### src/rtl/n_one_mux_scan.sv
// N:1 multiplexer with registered output; manual channel select or round-robin
// scan with a per-channel dwell counter, hold, and a wrap pulse.
module n_one_mux_scan #(
  parameter int WIDTH    = 8,
  parameter int CHANNELS = 4,
  parameter int SEL_W    = 2,
  parameter int DWELL    = 4
) (
  input  logic                      clk,
  input  logic                      reset,
  input  logic [WIDTH*CHANNELS-1:0] data_in,
  input  logic [SEL_W-1:0]          selector,
  input  logic                      mode,
  input  logic                      hold,
  output logic [WIDTH-1:0]          out,
  output logic [SEL_W-1:0]          out_sel,
  output logic                      out_valid,
  output logic                      sel_err,
  output logic                      wrap
);

  // state   | meaning
  // IDLE    | first cycle after reset; outputs held at reset values
  // MANUAL  | out follows data_in[selector]
  // SCAN    | out follows data_in[scan channel], channel steps every DWELL cycles
  typedef enum logic [1:0] {IDLE, MANUAL, SCAN} state_t;

  localparam logic [SEL_W:0]   CH_LIM     = (SEL_W+1)'(CHANNELS);
  localparam logic [SEL_W-1:0] LAST_CH    = SEL_W'(CHANNELS - 1);
  localparam logic [7:0]       DWELL_LAST = 8'(DWELL - 1);

  state_t           state_q;
  logic [7:0]       cnt_q, cnt_d;
  logic [SEL_W-1:0] ch_q, ch_d;
  logic             wrap_pend_q;
  logic [WIDTH-1:0] out_q;
  logic [SEL_W-1:0] out_sel_q;
  logic             out_valid_q, sel_err_q, wrap_q;

  logic [WIDTH-1:0] man_data, scan_data;
  logic             man_legal, adv;

  always_comb begin
    man_data  = '0;
    scan_data = '0;
    // Out-of-range selector matches no channel, so the data stays zero.
    for (int k = 0; k < CHANNELS; k++) begin
      if (selector == SEL_W'(k)) man_data  = data_in[k*WIDTH +: WIDTH];
      if (ch_q == SEL_W'(k))     scan_data = data_in[k*WIDTH +: WIDTH];
    end
    man_legal = {1'b0, selector} < CH_LIM;
    adv       = (cnt_q == DWELL_LAST) && !hold;
    cnt_d     = adv ? 8'd0 : (hold ? cnt_q : cnt_q + 8'd1);
    ch_d      = ch_q;
    if (adv) ch_d = (ch_q == LAST_CH) ? '0 : ch_q + 1'b1;
  end

  // wrap_pend marks an advance out of the last channel so that the wrap pulse
  // lines up with the cycle in which out_sel first shows channel 0.
  always_ff @(posedge clk) begin
    if (reset) begin
      state_q     <= IDLE;
      cnt_q       <= '0;
      ch_q        <= '0;
      wrap_pend_q <= 1'b0;
      out_q       <= '0;
      out_sel_q   <= '0;
      out_valid_q <= 1'b0;
      sel_err_q   <= 1'b0;
      wrap_q      <= 1'b0;
    end else begin
      case (state_q)
        IDLE: begin
          out_q       <= '0;
          out_sel_q   <= '0;
          out_valid_q <= 1'b0;
          sel_err_q   <= 1'b0;
          wrap_q      <= 1'b0;
          wrap_pend_q <= 1'b0;
          cnt_q       <= '0;
          ch_q        <= '0;
          state_q     <= mode ? SCAN : MANUAL;
        end
        MANUAL: begin
          out_q       <= man_data;
          out_sel_q   <= selector;
          out_valid_q <= man_legal;
          sel_err_q   <= !man_legal;
          wrap_q      <= 1'b0;
          wrap_pend_q <= 1'b0;
          if (mode) begin
            state_q <= SCAN;
            cnt_q   <= '0;
            ch_q    <= '0;
          end
        end
        SCAN: begin
          out_q       <= scan_data;
          out_sel_q   <= ch_q;
          out_valid_q <= 1'b1;
          sel_err_q   <= 1'b0;
          wrap_q      <= wrap_pend_q;
          wrap_pend_q <= adv && (ch_q == LAST_CH);
          cnt_q       <= cnt_d;
          ch_q        <= ch_d;
          if (!mode) state_q <= MANUAL;
        end
        default: state_q <= IDLE;
      endcase
    end
  end

  assign out       = out_q;
  assign out_sel   = out_sel_q;
  assign out_valid = out_valid_q;
  assign sel_err   = sel_err_q;
  assign wrap      = wrap_q;

endmodule

### config.mk
export PLATFORM = sky130hd
export DESIGN_NAME = n_one_mux_scan
export DESIGN_NICKNAME = d
export VERILOG_FILES = /design/src/rtl/n_one_mux_scan.sv
export SDC_FILE = /design/constraint.sdc
export NUM_CORES = 1
export LEC_CHECK = 0
export CORE_MARGIN = 8
export CORE_UTILIZATION = 47
export DETAILED_ROUTE_END_ITERATION = 7
export PLACE_DENSITY = 0.8
export SETUP_SLACK_MARGIN = 0.5
export SLEW_MARGIN = 20
export SYNTH_ARGS = -nofsm -noshare
export SYNTH_HDL_FRONTEND = slang
export SYNTH_SLANG_ARGS = --single-unit
### constraint.sdc
create_clock -name clk -period 2.1 [get_ports clk]
set_input_delay 0.42 -clock clk [delete_from_list [all_inputs] [get_ports clk]]
set_output_delay 0.42 -clock clk [all_outputs]
set_load 0.1 [all_outputs]
==> run metrics, run 1 <==
Final HPWL DP 3.583 mm; CP Launch Type flop; effective utilization at floorplan between 40% and 50%; Gate Count Post-Synth 196; Area Overhead vs Synth 50.76%; Endpoint, Worst Hold wrap_pend_q$_SDFFE_PP0P_; Reg2Reg Setup Slack roughly 0.51 ns; Mapped Nets 244; Layout Skew ~0.0057 ns; Die H about 77 um; design area 2594 um2; vias in the first global route 1780; # IOs roughly 50; most numerous cell in the Yosys netlist dfxtp_1; initial DRC count between 100 and 150; total placed instance area around 2300 um2; final RePlAce weighted congestion 0.7921; filler cell count between 200 and 300; Inst Count DP between 200 and 300; Rows 22; Clk pin slew, worst setup/hold paths around 0.14 ns; CTS Hold Buffers Added 0; Final setup viols 0; CTS root buf clkbuf_4; antenna violations before repair 0; Routed Antenna Nets 0; MaxCap Viol Count 0; Reg-to-Reg End ch_q[0]$_SDFFE_PP0P_; pre-CTS setup slack 0.1004 ns; status complete, no violations; largest net degree at the start of global routing 15; Yosys top cell area share 29.09%; dominant cell type by area after synthesis dfxtp_1; Post-synth EDFFs 0; r2r startpoint state_q[1]$_SDFFE_PP0P_; Hold Startpoint wrap_pend_q$_SDFFE_PP0P_; Critical Path RT 2.38 ns; CP peak stage delay about 0.47 ns; Reg2Reg Depth 5; routed vias/inst 5.831; Tcrit/Tclk final between 70% and 80%; DRC 0; via count 1790; Clk Latency, worst-skew pair 0.33 ns; CTS Buf Count 3; area of the mapped netlist approximately 1700 um2; Die Wd 76.50 um; IO Port Bufs 49; gr usage total between 10% and 20%; fin crit period between 1.5 and 2 ns; H-tree depth 1; sequential element share of the synthesized area 29.09%; synth cell count leaders dfxtp_1 (25), nand2_1 (24), nor2_1 (14); total global routing overflow 0; fraction of layout cells with a size suffix above 1 between 30 and 40%; VDD IR max approximately 0.8 mV; Most used DFF post-synth dfxtp_1; synth top area cells dfxtp_1 (29%), mux4_2 (7.9%), ha_1 (7.3%); CP arrival around 1.9 ns; CTS tree yes; Core Box Area 3578 um2; final count of hold timing violations 0; Routed WL ~5.2 mm; Fmax ~0.63 GHz; Slowest cell on crit path or4b_1; CTS sink cnt 25; wire per inst 16.98 um; Pleak ~0.00091 uW; fin. max-slew vios 0; final setup margin about 0.51 ns; Clock Path Buffers 2; #FFs+latches synth 25; first-pass GRT wire length 8.307 mm; RSZ-0062 raised after global routing true; final core occ between 70% and 80%; fin cells 307; Ys Warns 0; Min-Delay Path Class flop to flop; Die ar. ~5900 um2; kind of critical path flop to flop; Async S/R FF share, synth 0%; Max FO, Critical Path 5; Hold Path Cell Cnt 2; Pwr Density 913.9 nW/um2; drt pass-1 iters 4; nets around 310; diodes inserted 0; Cell Chain, Critical Path buf_6, ha_4, or2_4, or4b_1, a21oi_1; syn avg cell area a little under 9 um2; Netlist cell types 41; Setup TNS 0 ns; Setup crit end kind flop
## cell type report
cell class,instances,area (um2),share of cell area [%]
Clock buffer,3,22.52,0.8683
Multi-Input combinational cell,151,1306,50.36
Clock inverter,1,5.005,0.1930
Timing Repair Buffer,74,658.1,25.37
Sequential cell,25,518.0,19.97
Inverter,5,23.77,0.9165
Tap cell,48,60.06,2.315
## worst max-delay path, delay by kind of cell (launching register included)
family	cells	cell delay [ns]
compound gates	1	0.13
simple gates	2	0.73
buf+inv	1	0.13
fa+ha+maj	1	0.17
flops	1	0.38
## how the worst max path moves through the flow
stage                                       to  slack, ns  cells after the start                    start
after floorplan           ch_q[0]$_SDFFE_PP0P_       0.37                      7  state_q[1]$_SDFFE_PP0P_
after global placement    ch_q[0]$_SDFFE_PP0P_       0.13                      5                     hold
after detailed placement  ch_q[0]$_SDFFE_PP0P_       0.10                      5                     hold
after CTS                 ch_q[0]$_SDFFE_PP0P_       0.49                      6  state_q[1]$_SDFFE_PP0P_
after global routing      ch_q[0]$_SDFFE_PP0P_       0.44                      5    cnt_q[0]$_SDFFE_PP0P_
final                     ch_q[0]$_SDFFE_PP0P_       0.51                      5  state_q[1]$_SDFFE_PP0P_
## logic make-up after synthesis
group                    count (synthesis)  share of synthesized area [%]
other                                    1                         0.2180
XOR/XNOR                                 7                          3.564
adder cells (fa/ha/maj)                 10                          7.273
multiplexers                            11                          10.76
buffers and inverters                   20                          4.800
AO/OA/AOI/OAI                           55                          23.85
flip-flops                              25                          29.09
AND/OR/NAND/NOR                         67                          20.44
## sequential cells by signal, summed over array words and instances, names as in the netlist
name and flops:
ch_q 2, cnt_q 8, out 8, out_sel 2, out_valid 1, state_q 2, wrap 1, wrap_pend_q 1
## metal layers
metal	global-route usage, %	vias up	wire length (um)
li1	-	867	-
met1	21.89	839	2208
met2	26.65	75	2503
met3	2.948	9	392
met4	7.308	0	109
met5	0	-	0
## through the flow
step	total power, uW	hold slack, ns
after detailed placement	1849	0.4618
final	2370	0.4766
after global placement	1834	0.4542
after floorplan	1479	0.4405
after global routing	2521	0.4907
after CTS	2251	0.4808
## cells in the final DEF, fill, tap and decap left out, drive strengths merged, types with 4 or more instances in the layout
cell type,synthesis,layout
a221oi,13,13
nor2,14,14
buf,5,37
nor4,5,5
mux2i,5,5
ha,10,10
o221ai,8,8
nand2,24,24
nand2b,5,5
o21ai,4,4
inv,5,5
a21oi,11,11
o21a,6,6
xnor2,7,7
clkdlybuf4s50,0,36
dfxtp,25,25
nor2b,4,4
mux4,6,6
## repair_timing
item                       CTS  global route
hold endpoints to repair     0             0
pin swaps                    6            12
setup buffers               10             4
cloned                       0             0
resized for setup           18            29
setup endpoints to repair   21            17
## where the power goes
group | switching, uW | internal, uW
clock | 156 | 71.7
combinational | 859 | 654
sequential | 73.4 | 556
No activity file was read; power rests on OpenSTA's default activity.
==> run 2, diff against run 1 <==
==> constraint.sdc (replaced) <==
create_clock -name clk -period 1.55 [get_ports clk]
set_input_delay 0.31 -clock clk [delete_from_list [all_inputs] [get_ports clk]]
set_output_delay 0.31 -clock clk [all_outputs]
set_load 0.1 [all_outputs]
==> run 2 against run 1 <==
Net effect:
- the flow now finishes with violations (setup timing)
- setup slack got worse by 0.68 ns
- sequential share of layout area fell by 3.6 points
- first-iteration DRC count up 50%
- flip-flop and latch count did not move
- non-clock buffer count grew 33
- wire length rose by 42%
- critical path depth stayed put
- register-to-register slack got worse by 0.67 ns
- clock skew up 0.0050 ns
- largest power group unchanged
==> run metrics, run 2 (synthesized netlist as in run 1, its figures left out) <==
Core Box Area 3578 um2 (unchanged); first-pass GRT wire length 10.19 mm (was 8.307 mm); multi-input logic area 1450 um2 (was 1306 um2); failing checks setup timing; Layout Skew 0.01074 ns (was 0.005730 ns); CTS Hold Buffers Added 0 (unchanged); largest net degree at the start of global routing 14 (was 15); CP arrival 2.00 ns (was 1.87 ns); Setup crit end kind flop (unchanged); MaxCap Viol Count 0 (unchanged); CTS root buf clkbuf_4 (unchanged); sw frac 42.93% (was 45.90%); VDD IR max 1.358 mV (was 0.7794 mV); top sig layer met4 (unchanged); gr usage total 20.70% (was 16.89%); Final setup viols 15 (was 0); Reg2Reg Setup Slack -0.16 ns (was 0.51 ns); Fmax a little under 0.6 GHz; routed vias/inst 6.109 (was 5.831); effective utilization at floorplan 48.08% (unchanged); Pint 2580 uW (was 1282 uW); Area Overhead vs Synth 88.73% (was 50.76%); fin. max-slew vios 0 (unchanged); wire per inst 21.84 um (was 16.98 um); design area 3247 um2 (was 2594 um2); CTS tree yes (unchanged); antenna violations before repair 0 (unchanged); DRC 0 (unchanged); Clock Power Share 7.0% (was 9.6%); final count of hold timing violations 0 (unchanged); CP Launch Type input port (was flop); final core occ 90.73% (was 72.48%); r2r startpoint cnt_q[1]$_SDFFE_PP0P_ (was state_q[1]$_SDFFE_PP0P_); nets 341 (was 308); CTS sink cnt 25 (unchanged); Pwr Density 1392 nW/um2 (was 913.9 nW/um2); Min-Delay Path Class flop to flop (unchanged); Register Area 530.5 um2 (was 518.0 um2); M1 WL 3.042 mm (was 2.208 mm); RSZ-0062 raised after global routing true (unchanged); vias in the first global route 2103 (was 1780); Tcrit/Tclk final 110.8%; initial DRC count 180 (was 120); Hold Startpoint out_valid$_SDFFE_PP0N_ (was wrap_pend_q$_SDFFE_PP0P_); drt pass-1 iters 4 (unchanged); fin crit period between 1.5 and 2 ns; final RePlAce weighted congestion 0.8365 (was 0.7921); Clk Latency, worst-skew pair 0.34 ns (was 0.33 ns); Hold WS 0.5155 ns (was 0.4766 ns); NetSw 1941 uW (was 1088 uW); Die Wd 76.50 um (unchanged); Rows 22 (unchanged); Critical Path RT 1.83 ns (was 2.38 ns); Pleak 0.001163 uW (was 0.0009139 uW); Reg2Reg Depth 5 (unchanged); Seq pwr share 19.5% (was 26.6%); Comb pwr share 73.4% (was 63.8%); filler cell count 145 (was 280); leading cell type in the layout, fill and taps excluded buf_4 (was clkdlybuf4s50_1); via count 2077 (was 1790); fraction of layout cells with a size suffix above 1 50.34% (was 32.43%); diodes inserted 0 (unchanged); Pwr Total 4520 uW (was 2370 uW); IO Port Bufs 49 (unchanged); most frequent cells in the layout buf_4 (40), clkdlybuf4s50_1 (37), nand2_1 (24) (was clkdlybuf4s50_1 (36), buf_4 (34), nand2_1 (24)); # IOs 51 (unchanged); routed wl met3 392 um (unchanged); met2 WL 3.763 mm (was 2.503 mm); Clock Path Buffers 2 (unchanged); Clk pin slew, worst setup/hold paths 0.15 ns (was 0.14 ns); Die ar. 5852 um2 (unchanged); kind of critical path input port to flop (was flop to flop); Routed Antenna Nets 0 (unchanged); total global routing overflow 0 (unchanged); Hold Path Cell Cnt 2 (unchanged); Max FO, Critical Path 4 (was 5); total placed instance area 2710 um2 (was 2267 um2); status complete, but fails checks (was complete, no violations); Routed WL 7.424 mm (was 5.213 mm); Endpoint, Worst Hold out_valid$_SDFFE_PP0N_ (was wrap_pend_q$_SDFFE_PP0P_); Reg-to-Reg End ch_q[0]$_SDFFE_PP0P_ (unchanged); Final HPWL DP 4.015 mm (was 3.583 mm); H-tree depth 1 (unchanged); CTS Buf Count 3 (unchanged); Die H 76.50 um (unchanged); final setup margin -0.1681 ns (was 0.5075 ns)
run 2: cell count changes in the layout (fill, tap and decap cells not counted), moves of 3 or more:
cell / change
nor4_4: +3
buf_4: +6
buf_12: +15
nor4_2: -3
dfxtp_2: +13
dfxtp_1: -12
a221oi_2: +4
a21oi_2: +4
a221oi_1: -4
buf_6: +11
nor2_1: -4
a21oi_1: -4
run 2: what timing repair did:
| item | in CTS | in global routing |
|---|---|---|
| setup buffers | 10 | 8 |
| pin swaps | 16 | 10 |
| endpoints found under the setup margin | 37 | 37 |
| gates cloned | 1 | 0 |
| resized for setup | 46 | 32 |
run 2: how the worst max path moves through the flow:
stage,cells after the start,startpoint,to
2_1_floorplan,7,state_q[1]$_SDFFE_PP0P_,ch_q[0]$_SDFFE_PP0P_
3_3_place_gp,5,hold,ch_q[0]$_SDFFE_PP0P_
3_5_place_dp,5,hold,ch_q[0]$_SDFFE_PP0P_
4_1_cts,6,state_q[1]$_SDFFE_PP0P_,ch_q[0]$_SDFFE_PP0P_
5_1_grt,5,cnt_q[1]$_SDFFE_PP0P_,ch_q[0]$_SDFFE_PP0P_
6_report,5,hold,ch_q[0]$_SDFFE_PP0P_
run 2: area by class of cell:
cell class                 count  share of cell area (%)
multi-input combinational    151                   44.66
timing repair buffer         107                   35.61
sequential                    25                   16.34
tap                           48                   1.850
clock buffer                   4                  0.8092
inverter                       5                  0.7322
run 2: worst max-delay path, cell delays in order:
cell and delay [ns]:
clkdlybuf4s50_1 0.49, nor4b_4 0.38, a21boi_4 0.11, or4b_4 0.54, a21oi_2 0.15
run 2: power groups by stage:
stage               combinational (uW)  sequential [uW]  clock (uW)
floorplan                         1000             1180           0
global placement                  2130              867           0
detailed placement                2170              871           0
CTS                               2870              860         313
global route                      3440              892         342
finish                            3320              882         318
run 2: through the flow:
stage,std cells,worst slack (ns),setup TNS (ns)
2_1_floorplan,196,-0.1586,-0.5260
3_3_place_gp,317,-0.3001,-3.131
3_5_place_dp,317,-0.3108,-3.515
4_1_cts,332,-0.05237,-0.1165
5_1_grt,340,-0.1883,-2.073
6_report,340,-0.1681,-1.202
run 2: layer usage:
metal,up-vias,global-route usage [%]
met4,0,8.654
met2,95,36.08
met5,-,0
li1,930,-
met1,1029,24.47
met3,23,3.184
